--- src/rtl/corr_game_pkg.sv ---
// Shared definitions for the correlation guessing game: FSM states, scorer codes
// and the correlation score used by both the scorer and the player.
package corr_game_pkg;

  localparam int CORR_N = 8;

  typedef enum logic [1:0] {
    ST_IDLE  = 2'd0,
    ST_ISSUE = 2'd1,
    ST_WAIT  = 2'd2,
    ST_DONE  = 2'd3
  } state_t;

  localparam logic [1:0] CG_NONE   = 2'b00;
  localparam logic [1:0] CG_FIRST  = 2'b01;
  localparam logic [1:0] CG_SECOND = 2'b10;
  localparam logic [1:0] CG_BOTH   = 2'b11;

  localparam logic [1:0] CMP_FIRST_WINS  = 2'b01;
  localparam logic [1:0] CMP_SECOND_WINS = 2'b10;

  // Number of bit positions where num agrees with target; higher means closer.
  function automatic logic [3:0] cal_correlation(input logic [CORR_N-1:0] num,
                                                 input logic [CORR_N-1:0] target);
    logic [3:0] cnt;
    cnt = 4'd0;
    for (int i = 0; i < CORR_N; i++) begin
      cnt = cnt + 4'(~(num[i] ^ target[i]));
    end
    return cnt;
  endfunction

endpackage

--- src/rtl/correlation_guesser.sv ---
// Player side of the correlation game: issues base/flipped guess pairs and walks
// one bit per round toward the hidden target using the scorer's verdicts.
module correlation_guesser
  import corr_game_pkg::*;
#(
  parameter int N       = 8,
  parameter int TIMEOUT = 15
) (
  input  logic                     clk,
  input  logic                     reset,
  input  logic                     start,
  input  logic [N-1:0]             Seed_num,
  output logic                     guess_valid,
  output logic [N-1:0]             First_num,
  output logic [N-1:0]             Second_num,
  input  logic                     result_valid,
  input  logic [1:0]               Cmp,
  input  logic [1:0]               Correct_gues,
  output logic                     busy,
  output logic                     done,
  output logic                     hit,
  output logic                     error,
  output logic [N-1:0]             Found_num,
  output logic [$clog2(N+1)-1:0]   rounds
);

  localparam int K_W = $clog2(N + 1);
  localparam int T_W = $clog2(TIMEOUT + 1);

  state_t          state;
  logic [N-1:0]    b;
  logic [K_W-1:0]  k;
  logic [T_W-1:0]  timer;

  logic [N-1:0]    flipped;
  logic [N-1:0]    b_upd;
  logic [K_W-1:0]  k_next;
  logic [N-1:0]    next_mask;
  logic            last_round;
  logic            cmp_legal;

  always_comb begin
    flipped    = b ^ (N'(1) << k);
    b_upd      = (Cmp == CMP_SECOND_WINS) ? flipped : b;
    k_next     = k + K_W'(1);
    next_mask  = N'(1) << k_next;
    last_round = (k == K_W'(N - 1));
    cmp_legal  = (Cmp == CMP_FIRST_WINS) || (Cmp == CMP_SECOND_WINS);
  end

  always_ff @(posedge clk) begin
    if (!reset) begin
      state       <= ST_IDLE;
      b           <= '0;
      k           <= '0;
      timer       <= '0;
      guess_valid <= 1'b0;
      First_num   <= '0;
      Second_num  <= '0;
      busy        <= 1'b0;
      done        <= 1'b0;
      hit         <= 1'b0;
      error       <= 1'b0;
      Found_num   <= '0;
      rounds      <= '0;
    end else begin
      guess_valid <= 1'b0;
      case (state)
        ST_IDLE, ST_DONE: begin
          if (start) begin
            b           <= Seed_num;
            k           <= '0;
            rounds      <= '0;
            done        <= 1'b0;
            hit         <= 1'b0;
            error       <= 1'b0;
            Found_num   <= '0;
            busy        <= 1'b1;
            guess_valid <= 1'b1;
            First_num   <= Seed_num;
            Second_num  <= Seed_num ^ N'(1);
            state       <= ST_ISSUE;
          end
        end
        ST_ISSUE: begin
          timer <= '0;
          state <= ST_WAIT;
        end
        ST_WAIT: begin
          if (result_valid) begin
            // An exact match from the scorer outranks the comparison bits.
            if (Correct_gues == CG_FIRST || Correct_gues == CG_BOTH) begin
              Found_num <= b;
              hit       <= 1'b1;
              rounds    <= rounds + K_W'(1);
              done      <= 1'b1;
              busy      <= 1'b0;
              state     <= ST_DONE;
            end else if (Correct_gues == CG_SECOND) begin
              Found_num <= flipped;
              hit       <= 1'b1;
              rounds    <= rounds + K_W'(1);
              done      <= 1'b1;
              busy      <= 1'b0;
              state     <= ST_DONE;
            end else if (!cmp_legal) begin
              error <= 1'b1;
              done  <= 1'b1;
              busy  <= 1'b0;
              state <= ST_DONE;
            end else begin
              b      <= b_upd;
              rounds <= rounds + K_W'(1);
              if (last_round) begin
                Found_num <= b_upd;
                hit       <= 1'b1;
                done      <= 1'b1;
                busy      <= 1'b0;
                state     <= ST_DONE;
              end else begin
                k           <= k_next;
                guess_valid <= 1'b1;
                First_num   <= b_upd;
                Second_num  <= b_upd ^ next_mask;
                state       <= ST_ISSUE;
              end
            end
          end else if (timer == T_W'(TIMEOUT)) begin
            error     <= 1'b1;
            hit       <= 1'b0;
            Found_num <= b;
            done      <= 1'b1;
            busy      <= 1'b0;
            state     <= ST_DONE;
          end else begin
            timer <= timer + T_W'(1);
          end
        end
        default: state <= ST_IDLE;
      endcase
    end
  end

endmodule

--- config.mk ---
export PLATFORM = sky130hd
export DESIGN_NAME = correlation_guesser
export DESIGN_NICKNAME = d
export VERILOG_FILES = /design/src/rtl/corr_game_pkg.sv /design/src/rtl/correlation_guesser.sv
export SDC_FILE = /design/constraint.sdc
export NUM_CORES = 1
export LEC_CHECK = 0
export CORE_MARGIN = 1.5
export CORE_UTILIZATION = 57
export CTS_CLUSTER_SIZE = 14
export DETAILED_ROUTE_END_ITERATION = 10
export HOLD_SLACK_MARGIN = 0.08
export PLACE_DENSITY_LB_ADDON = 0.3
export SYNTH_ARGS = -nofsm -noshare
export SYNTH_HDL_FRONTEND = slang
export SYNTH_SLANG_ARGS = --single-unit
--- constraint.sdc ---
create_clock -name clk -period 4.2 [get_ports clk]
set_input_delay 1.26 -clock clk [delete_from_list [all_inputs] [get_ports clk]]
set_output_delay 1.26 -clock clk [all_outputs]
set_load 0.005 [all_outputs]
### Yosys cells after proc, flatten, opt, wreduce, memory -nomap -nowiden

Cells that the tools add are included.

* input bits: 16
* logic and storage cells: 145
* output and inout port bits: 33
* register bits after elaboration: 51

* shifts and indexed selects: 2
* muxes and demuxes: 84
* bitwise gates (word level): 3
* $add $sub $neg: 3
* reduce and logical (&&, ||, !) cells: 14
* equality and inequality tests: 26

Operators with widths (number)
* two-way mux 8 bit: 24
* case mux 8 bit (2 select lines): 4
* two-way mux 4 bit: 12
* two-way mux 1 bit: 28
* case mux 4 bit (2 select lines): 3
* != test 2 bit (second input constant): 8
* << shifter 1 x 4 -> 8 bit (first input constant): 2
* XOR 8 bit: 2
* two-way mux 2 bit: 7
* adder 4 x 1 -> 4 bit (second input constant): 3
* != test 3 bit (second input constant): 4
* AND reduction 6 bit: 2
* equality test 2 bit (second input constant): 5
* != test 5 bit (second input constant): 2
* case mux 1 bit (2 select lines): 5
* AND reduction 4 bit: 2
* AND reduction 7 bit: 1
* equality test 2 x 1 -> 1 bit (second input constant): 3
* != test 6 bit (second input constant): 1
* case mux 2 bit (3 select lines): 1
* AND reduction 5 bit: 1
* equality test 4 x 3 -> 1 bit (second input constant): 1
* equality test 4 bit (second input constant): 1
* != test 4 bit (second input constant): 1
* 7 further kinds: 9

### Logic depth before layout (Yosys ltp)

* word-level depth: 10
* mapped depth: 9
* gate-level depth less buffers: 7

### Worst setup path before layout

OpenSTA, ideal clock, no wires.

* path kind: in2reg
* start point: input port Cmp[0]
* end point: register First_num[0]
* setup slack: 1.229 ns
* data required time: 4.085 ns
* buffers on the path: 1
* setup time: 0.115 ns
* arrival: 2.856 ns
* stages: 8
* path through: inv_1 > ha_1 > or4b_4 > nand2b_4 > buf_6 > a21o_2 > and2_0 > o21a_1

* longest elaborated chain between the ends: 8
* elaborated cells between the ends (all ways): 12
* classes of those cells: eq/ne (3); mux (7); reduce/logical (2)

RTL lines
* start: declaration: RTL line correlation_guesser.sv:17 `input logic [1:0] Cmp,`
* equality test 2 bit: RTL line correlation_guesser.sv:44, correlation_guesser.sv:48
* two-way mux 8 bit: RTL line correlation_guesser.sv:44 `b_upd = (Cmp == CMP_SECOND_WINS) ? flipped : b;`
* two-way mux 8 bit: RTL line correlation_guesser.sv:114 `if (last_round) begin`
* two-way mux 8 bit: RTL line correlation_guesser.sv:106 `end else if (!cmp_legal) begin`
* two-way mux 8 bit: RTL line correlation_guesser.sv:99 `end else if (Correct_gues == CG_SECOND) begin`
* two-way mux 8 bit: RTL line correlation_guesser.sv:92 `if (Correct_gues == CG_FIRST || Correct_gues == CG_BOTH) begin`
* two-way mux 8 bit: RTL line correlation_guesser.sv:90 `if (result_valid) begin`
* case mux 8 bit (2 select lines): RTL line correlation_guesser.sv:68 `case (state)`
* end signal: assignment: RTL line correlation_guesser.sv:80 `First_num <= Seed_num;`
* end signal: assignment: RTL line correlation_guesser.sv:123 `First_num <= b_upd;`
* end: declaration: RTL line correlation_guesser.sv:14 `output logic [N-1:0] First_num,`

Parallel ways exist; a longest one is shown, timed or not. The select of a mux whose other input is x is not followed.
A chain may end at the register's enable or synchronous reset.

### Worst setup path in the final report

* start point: input port Cmp[0]
* end point: register Second_num[2]

* longest elaborated chain between the ends: 9
* elaborated cells between the ends (all ways): 13
* classes of those cells: eq/ne (3); mux (7); bitwise (1); reduce/logical (2)

RTL lines
* equality test 2 bit: RTL line correlation_guesser.sv:44, correlation_guesser.sv:48
* two-way mux 8 bit: RTL line correlation_guesser.sv:44
* XOR 8 bit: RTL line correlation_guesser.sv:124 `Second_num <= b_upd ^ next_mask;`
* two-way mux 8 bit: RTL line correlation_guesser.sv:114
* two-way mux 8 bit: RTL line correlation_guesser.sv:106
* two-way mux 8 bit: RTL line correlation_guesser.sv:99
* two-way mux 8 bit: RTL line correlation_guesser.sv:92
* two-way mux 8 bit: RTL line correlation_guesser.sv:90
* case mux 8 bit (2 select lines): RTL line correlation_guesser.sv:68
* end signal: assignment: RTL line correlation_guesser.sv:81 `Second_num <= Seed_num ^ N'(1);`
* end signal: assignment: RTL line correlation_guesser.sv:124
* end: declaration: RTL line correlation_guesser.sv:15 `output logic [N-1:0] Second_num,`

Parallel ways exist; a longest one is shown, timed or not. The select of a mux whose other input is x is not followed.

==> reports/metrics.yaml <==
start_util: 0.591
syn2layout_area_growth_pct: 19.0
yosysMostFrequentCell: "dfxtp_1"
syn_area_sq_um: 2790
netlist.area_leader.share: 0.366
die_h_microns: 73.0
drcViolationCount: 0
synth-compound-area-share: 0.173
clockBufferDepth: 2
core_area_sq_um: 4720
synth-xor-area-share: 0.0627
synth_top_family_by_area: "simple AND/OR/NAND/NOR gates"
synth_ff_type: "dfxtp_1"
dp_cells: 425
rsz0062_at_grt: "false"
ir_drop_mv: 0.225
tightest_slew_ps: 895
place_area_sq_um: 3230
wl_mm: 6.43
fin_area_sq_um: 3320
relSlewSlack: 0.403
drt_iter0_drc: 148
finalCritPeriodShare: 0.792
layout_min_cycle_time_ps: 3330
cp-end-kind: "flip-flop"
cts_resized: 0
antenna_found_initial: 0
antenna_left: 0
syn_nets: 355
nets: 392
crit_path_max_fanout: 24
status: "complete, no violations"
grt_pass1_wl_mm: 10.8
maxCapViolations: 0
ys_types: 50
clk_latency_ps: 310
synthTopCellsByCount: "dfxtp_1 (51), a21oi_1 (34), nor2_1 (33), nand2_1 (31), xor2_1 (16)"
die-area_sq_um: 5330
synth_edf_count: 0
synth_largest_area_cell: "dfxtp_1"
avgSynthCellArea_sq_um: 8.51
p_leak_uw: 0.00123
fin_cells: 432
ys.warnings.count: 0
synthTopCellsByArea: "dfxtp_1 (37%), a21oi_1 (6.1%), mux2i_1 (5.0%), xor2_1 (5.0%), ha_1 (4.9%)"
powerDensity_nw_per_um2: 376
dp_hpwl_mm: 4.56
gp_congestion: 0.830
yosysSeqAreaShare: 0.366
firstDrtPassIters: 4
max_freq_ghz: 0.301
yosys.area_share.simple: 0.237
rows: 25
antenna_cells: 0
required_ps: 4450
io_pins: 49
clk_pin_slew_worst_paths_ps: 90
cts_setup_buffers: 0
synth_cells: 328
drv_slew: 0
cts_buffers: 5
ys_ff_latch: 51
crit_arrival_ps: 3570
cts_root_buf: "clkbuf_8"
finClkSkew_ps: 7.39
io_buffers: 48
async_reset_ff_frac: 0
final.setup.tns_ps: 0
cts_tree: "built"
drive_above_1_share: 0.0521
clkSinkCount: 51
grt_overflow_total: 0
routed_via_density: 5.78
grt_pass1_vias: 2347
cts_htree_levels: 2
setup_viol_count_final: 0
grt_usage: 0.258
synth.area.mux_share: 0.0502
synth_fa_ha_area_frac: 0.0493
hold_violations: 0
path_class: "primary input to flip-flop"
startpoint_type: "primary input"
wire_per_inst_microns: 14.9
hp-class: "flip-flop to flip-flop"
vias: 2496
grt_max_degree: 36
die_x_microns: 73.0
cts_hold_buffers: 0
## final cells by class
| class | count | area [sq um] |
|---|---|---|
| inverter | 10 | 37.5 |
| sequential | 51 | 1020 |
| fill | 383 | 1400 |
| clock buffer | 6 | 82.6 |
| tap | 67 | 83.8 |
| clock inverter | 1 | 5.00 |
| timing repair buffer | 50 | 495 |
| multi-input combinational | 247 | 1600 |
## per-stage QoR
step / hold WS, ps / worst slack (ps) / total power [uW] / utilization
2_1_floorplan: 442 / 1230 / 838 / -
5_1_grt: 483 / 601 / 1320 / 0.703
4_1_cts: 457 / 871 / 1250 / 0.703
3_5_place_dp: 445 / 559 / 962 / 0.685
6_report: 452 / 873 / 1250 / 0.703
3_3_place_gp: 438 / 597 / 955 / 0.685
## state kept, by name (all words and copies together) (netlist names), 2 cells and up
register	count
First_num	8
Found_num	8
Second_num	8
b	8
k	4
rounds	4
state	2
timer	4
## report_power, final
part / switching [uW] / internal [uW]
registers: 38.6 / 537
logic: 204 / 177
clock network: 161 / 130
## layout by cell type, fill, tap and decap left out, types with 2 or more instances in the layout
cell	Yosys	routed
dfxtp_1	51	51
clkdlybuf4s50_1	0	48
a21oi_1	34	34
nor2_1	33	33
nand2_1	31	31
xor2_1	16	16
nand3_1	15	15
mux2i_1	14	14
o21ai_0	13	13
nand4_1	12	12
ha_1	11	11
inv_1	9	9
a2bb2oi_1	9	9
clkbuf_8	1	6
nand4b_1	4	4
nand2b_1	4	4
nor4bb_1	4	4
xnor2_1	4	4
or3_1	4	4
o31ai_1	3	3
nand3b_1	3	3
o21a_1	3	3
nor2b_1	3	3
a211o_1	2	2
a31oi_1	2	2
a21oi_2	2	2
nor3_1	2	2
o211ai_1	2	2
and3_1	2	2
buf_4	0	2
## per-layer routing
metal	global-route usage	routed length (microns)
met1	0.328	2770
met2	0.426	3210
met3	0.0428	295
met4	0.115	157
met5	0	0
## critical path, stage by stage
cell             delay (ps)
clkdlybuf4s50_1         450
inv_1                    40
ha_1                    310
or4b_4                  510
nand2b_4                200
a21oi_4                 490
o21ai_0                 160
a21oi_1                 140
## worst paths after layout
check,start,endpoint,slack (ps),cells past startpoint
setup / recovery,Cmp[0],Second_num[2],870,8
hold / removal,done,done,450,2
setup reg to reg,state[0],b[7],1450,7
hold reg to reg,done,done,450,2
## cells by family (layout without fill, tap and decap cells)
kind of cell | Yosys count | count (layout)
AOI/OAI and AO/OA | 76 | 76
xor gates and xnor gates | 20 | 20
adders and majority gates | 11 | 11
buffers and inverters | 30 | 67
DFF | 51 | 51
muxes | 14 | 14
and+or+nand+nor | 126 | 126
Note: power is estimated with default switching activity, not from simulation.
==> RTL change 1: new RTL, same settings <==
Make the reset (`reset`) asynchronous in one clocked block.
--- a/src/rtl/correlation_guesser.sv
+++ b/src/rtl/correlation_guesser.sv
@@ -48,7 +48,7 @@
     cmp_legal  = (Cmp == CMP_FIRST_WINS) || (Cmp == CMP_SECOND_WINS);
   end
 
-  always_ff @(posedge clk) begin
+  always_ff @(posedge clk or negedge reset) begin
     if (!reset) begin
       state       <= ST_IDLE;
       b           <= '0;
Behaviour: differs if reset is asserted again (counterexample within 4 cycles, from zero or initial values and one cycle with reset low); with reset held inactive, the same outputs for 4 cycles.
==> RTL change 1 against the original RTL <==
Critical endpoint is now k[2]. Final area is 4.7% higher. Sequential cell count is the same. Synthesized area rose by 4.2%. Setup slack gained 0.042 ns. Routed wire length rose by 5.0%. Non-clock buffer count is the same. Core utilization is 1.9 points higher. First-iteration DRC count down 15%. Critical path depth stayed put.
Power is not compared: it rests on default switching activity, and its combinational part moved more than twofold at a synthesized area within 25%.
==> RTL change 1: results (changes against the original RTL) <==
status completed; ys flop type dfrtp_1; Detailed Routing Iterations Pass 1 5 (+1); largest net degree at the start of global routing 52 (+44%); mux cell area share after synthesis 2.49% (-2.5 points); Cell variety after synth 49 (-2.0%); post_cts resized 0 (unchanged); Slowest-stage cell, CP or4b_4; Nets 384 (-2.0%); top cells by area, synth dfrtp_1 44%, nand2_1 6.8%, o21ai_0 5.2%; critical-path maximum fanout 20 (-17%); Routed WL 6.75 mm (+5.0%); CP arrival 3.53 ns (-0.04 ns); met3 Usage GRT 4.34% (+0.054 points); Syn Nets 348 (-2.0%); vias in the first global route 2372 (+1.1%); met2 Track Usage GR 46.7% (+4.1 points); slew of the pin with the lowest slew margin 1.14 ns (+0.244 ns); non-filler instance count after layout 424 (-1.9%); compound-cell area share of the yosys netlist 17.9% (+0.64 points); FFs w/ async S/R, synth 100% (+100 points); initial detailed-routing violation count 126 (-15%); adder-cell area share of the yosys netlist 4.73% (-0.20 points); # H-tree levels 2 (unchanged); first-pass GRT wire length 10.9 mm (+1.5%); DP HPWL 4.89 mm (+7.2%); met1 WL 2.85 mm (+3.0%); Global Route Usage Sum 26.0% (+0.29 points); Vias/cell 5.88 (+1.7%); CP peak stage delay 0.49 ns (-0.02 ns); met1 Resource Use GR 30.6% (-2.2 points); XOR/XNOR share of the synthesized area 6.32% (+0.050 points); share of layout cells above drive strength 1 5.88% (+0.68 points); Gate Count Post-Synth 321 (-2.1%); met2 routed WL 3.44 mm (+7.1%); top cells by count, synth 53 x nand2_1, 51 x dfrtp_1, 30 x o21ai_0; Met3 Wirelength 301 um (+2.0%); sequential fraction of the synthesis area 43.9% (+7.3 points); GP Congestion 0.808 (-2.6%)
==> RTL change 1: cell count changes after synthesis, moves of 5 or more <==
cell and delta:
nand4_1 -11, nand3_1 -6, dfrtp_1 +51, o21ai_0 +17, a2bb2oi_1 -9, a21o_1 +5, mux2i_1 -9, nor2_1 -11
a21oi_1 -15, nand2_1 +22, dfxtp_1 -51
==> RTL change 1: worst paths after layout <==
kind                       slack (ns)             to          from  cells after the start
max reg2reg                      1.81           k[2]      state[0]                      6
max in group asynchronous        2.33  Second_num[7]         reset                      1
min in group asynchronous        1.18   Found_num[4]         reset                      1
min reg2reg                      0.48   Found_num[5]  Found_num[5]                      2
min                              0.48   Found_num[5]  Found_num[5]                      2
max                              0.91           k[2]        Cmp[0]                      8
==> RTL change 1: power groups by stage <==
stage | clock, mW | combinational (mW) | sequential [mW]
4_1_cts | 0.338 | 1.13 | 0.802
2_1_floorplan | 0 | 0.728 | 0.801
3_5_place_dp | 0 | 1.13 | 0.811
6_report | 0.331 | 1.13 | 0.801
3_3_place_gp | 0 | 1.09 | 0.804
5_1_grt | 0.353 | 1.25 | 0.823
==> RTL change 1: area by class of cell <==
cell class	instances	area, sq um
clock buffers	6	72.6
clock inverters	1	30.0
fillers	378	1340
inverters	8	30.0
multi-input cells	241	1500
flip-flops and latches	51	1280
well taps	67	83.8
repair buffers	50	490
==> RTL change 1: through the flow <==
| step | cell area (sq um) | hold slack [ns] | setup WS [ns] |
|---|---|---|---|
| 2_1_floorplan | 2910 | 0.470 | 1.22 |
| 6_report | 3480 | 0.480 | 0.915 |
| 3_3_place_gp | 3380 | 0.461 | 0.659 |
| 3_5_place_dp | 3380 | 0.470 | 0.603 |
| 5_1_grt | 3480 | 0.515 | 0.769 |
| 4_1_cts | 3480 | 0.489 | 0.936 |
==> RTL change 2: new RTL, config.mk and constraints unchanged <==
Without the edit above. Set the parameter `TIMEOUT` to 14 (it was 15).
--- a/src/rtl/correlation_guesser.sv
+++ b/src/rtl/correlation_guesser.sv
@@ -4,7 +4,7 @@
   import corr_game_pkg::*;
 #(
   parameter int N       = 8,
-  parameter int TIMEOUT = 15
+  parameter int TIMEOUT = 14
 ) (
   input  logic                     clk,
   input  logic                     reset,
Behaviour: no difference found for any inputs over 4 cycles, from zero or initial values and one cycle with reset low; that may be too few to reach the edited logic, so the function may still have changed.
==> RTL change 2 against the original RTL <==
Sequential cell count stayed put. Power is 1.5% higher. Final area is 1.7% higher. Non-clock buffer count is 1 higher. Global-route usage is 0.11 points lower. Synthesized cell count is 0.30% lower. Synthesized area is 0.31% higher. Setup slack worse by 0.012 ns. Register-to-register slack better by 0.49 ns. Hold slack worse by 0.0016 ns. Routed wire length is 1.2% lower. Largest cell class unchanged.
==> RTL change 2: results (changes against the original RTL) <==
status completed; Global Route Usage Sum 25.6% (-0.11 points); Vias/cell 5.64 (-2.3%); vias in the first global route 2309 (-1.6%); top cells by area, synth dfxtp_1 36%, a21oi_1 6.3%, ha_1 5.4%; Peak VDD IR 235 uV (+4.3%); Filler cells 380 (-0.78%); adder-cell area share of the yosys netlist 5.36% (+0.43 points); compound-cell area share of the yosys netlist 16.7% (-0.59 points); CP peak stage delay 0.53 ns (+0.02 ns); Leakage 1.26 nW (+2.4%); XOR/XNOR share of the synthesized area 6.25% (-0.020 points); met1 WL 2.87 mm (+3.6%); R2R setup slack 1.94 ns (+0.49 ns); top cells by count, synth 51 x dfxtp_1, 35 x a21oi_1, 33 x nor2_1; wire length per cell 14.6 um (-2.1%); Gate Count Post-Synth 327 (-0.30%); DP HPWL 4.49 mm (-1.6%); met2 Track Usage GR 42.2% (-0.40 points); Max-slew headroom 55.1% (+15 points); non-filler instance count after layout 436 (+0.93%); met1 Resource Use GR 32.6% (-0.17 points); sequential fraction of the synthesis area 36.4% (-0.11 points); dpl cell area 3280 sq um (+1.3%); CP arrival 3.58 ns (about the same)
-- RTL change 2: cell count changes after synthesis, sizes merged, moves of 2 or more --
cell / delta
and4bb: +4
o21ai: -3
a211o: -2
nor4bb: -4
clkbuf: -2
nand4b: +2
-- RTL change 2: cell families after synthesis --
family / after synthesis
compound gates: 73
xor+xnor: 20
fa+ha+maj: 12
buf+inv: 27
flops: 51
mux: 14
simple gates: 130
-- RTL change 2: where the power goes --
part | leakage (nW) | total [mW] | switching, mW | internal [mW]
registers | 0.416 | 0.575 | 0.0376 | 0.538
logic | 0.791 | 0.382 | 0.203 | 0.179
clock network | 0.0515 | 0.310 | 0.160 | 0.151
total | 1.26 | 1.27 | 0.400 | 0.867
-- RTL change 2: area by class of cell --
| class | count | share of cell area [%] |
|---|---|---|
| timing repair buffer | 51 | 14.9 |
| multi-input combinational | 249 | 48.3 |
| inverter | 10 | 1.11 |
| clock buffer | 8 | 2.96 |
| sequential | 51 | 30.2 |
| tap | 67 | 2.48 |
-- RTL change 2: path summary, 6_finish.rpt --
path | startpoint | endpoint | cells after the start
setup / recovery | Cmp[0] | Second_num[3] | 8
setup reg to reg | state[0] | Found_num[7] | 7
hold / removal | error | error | 2
hold reg to reg | error | error | 2
-- RTL change 2: worst register-to-register path, cell delays in order, from the launching register on --
cell and delay (ns):
dfxtp_1 0.41, inv_1 0.06, ha_1 0.36, nor2b_1 0.20
nor2_1 0.40, nand3_1 0.38, a2bb2oi_1 0.27, nor2_1 0.05
-- RTL change 2: metrics by stage --
| stage | setup WS (ns) | hold slack [ns] |
|---|---|---|
| after floorplan | 1.27 | 0.439 |
| after global placement | 0.594 | 0.436 |
| after detailed placement | 0.530 | 0.444 |
| after CTS | 0.861 | 0.458 |
| after global routing | 0.639 | 0.468 |
| final | 0.861 | 0.451 |
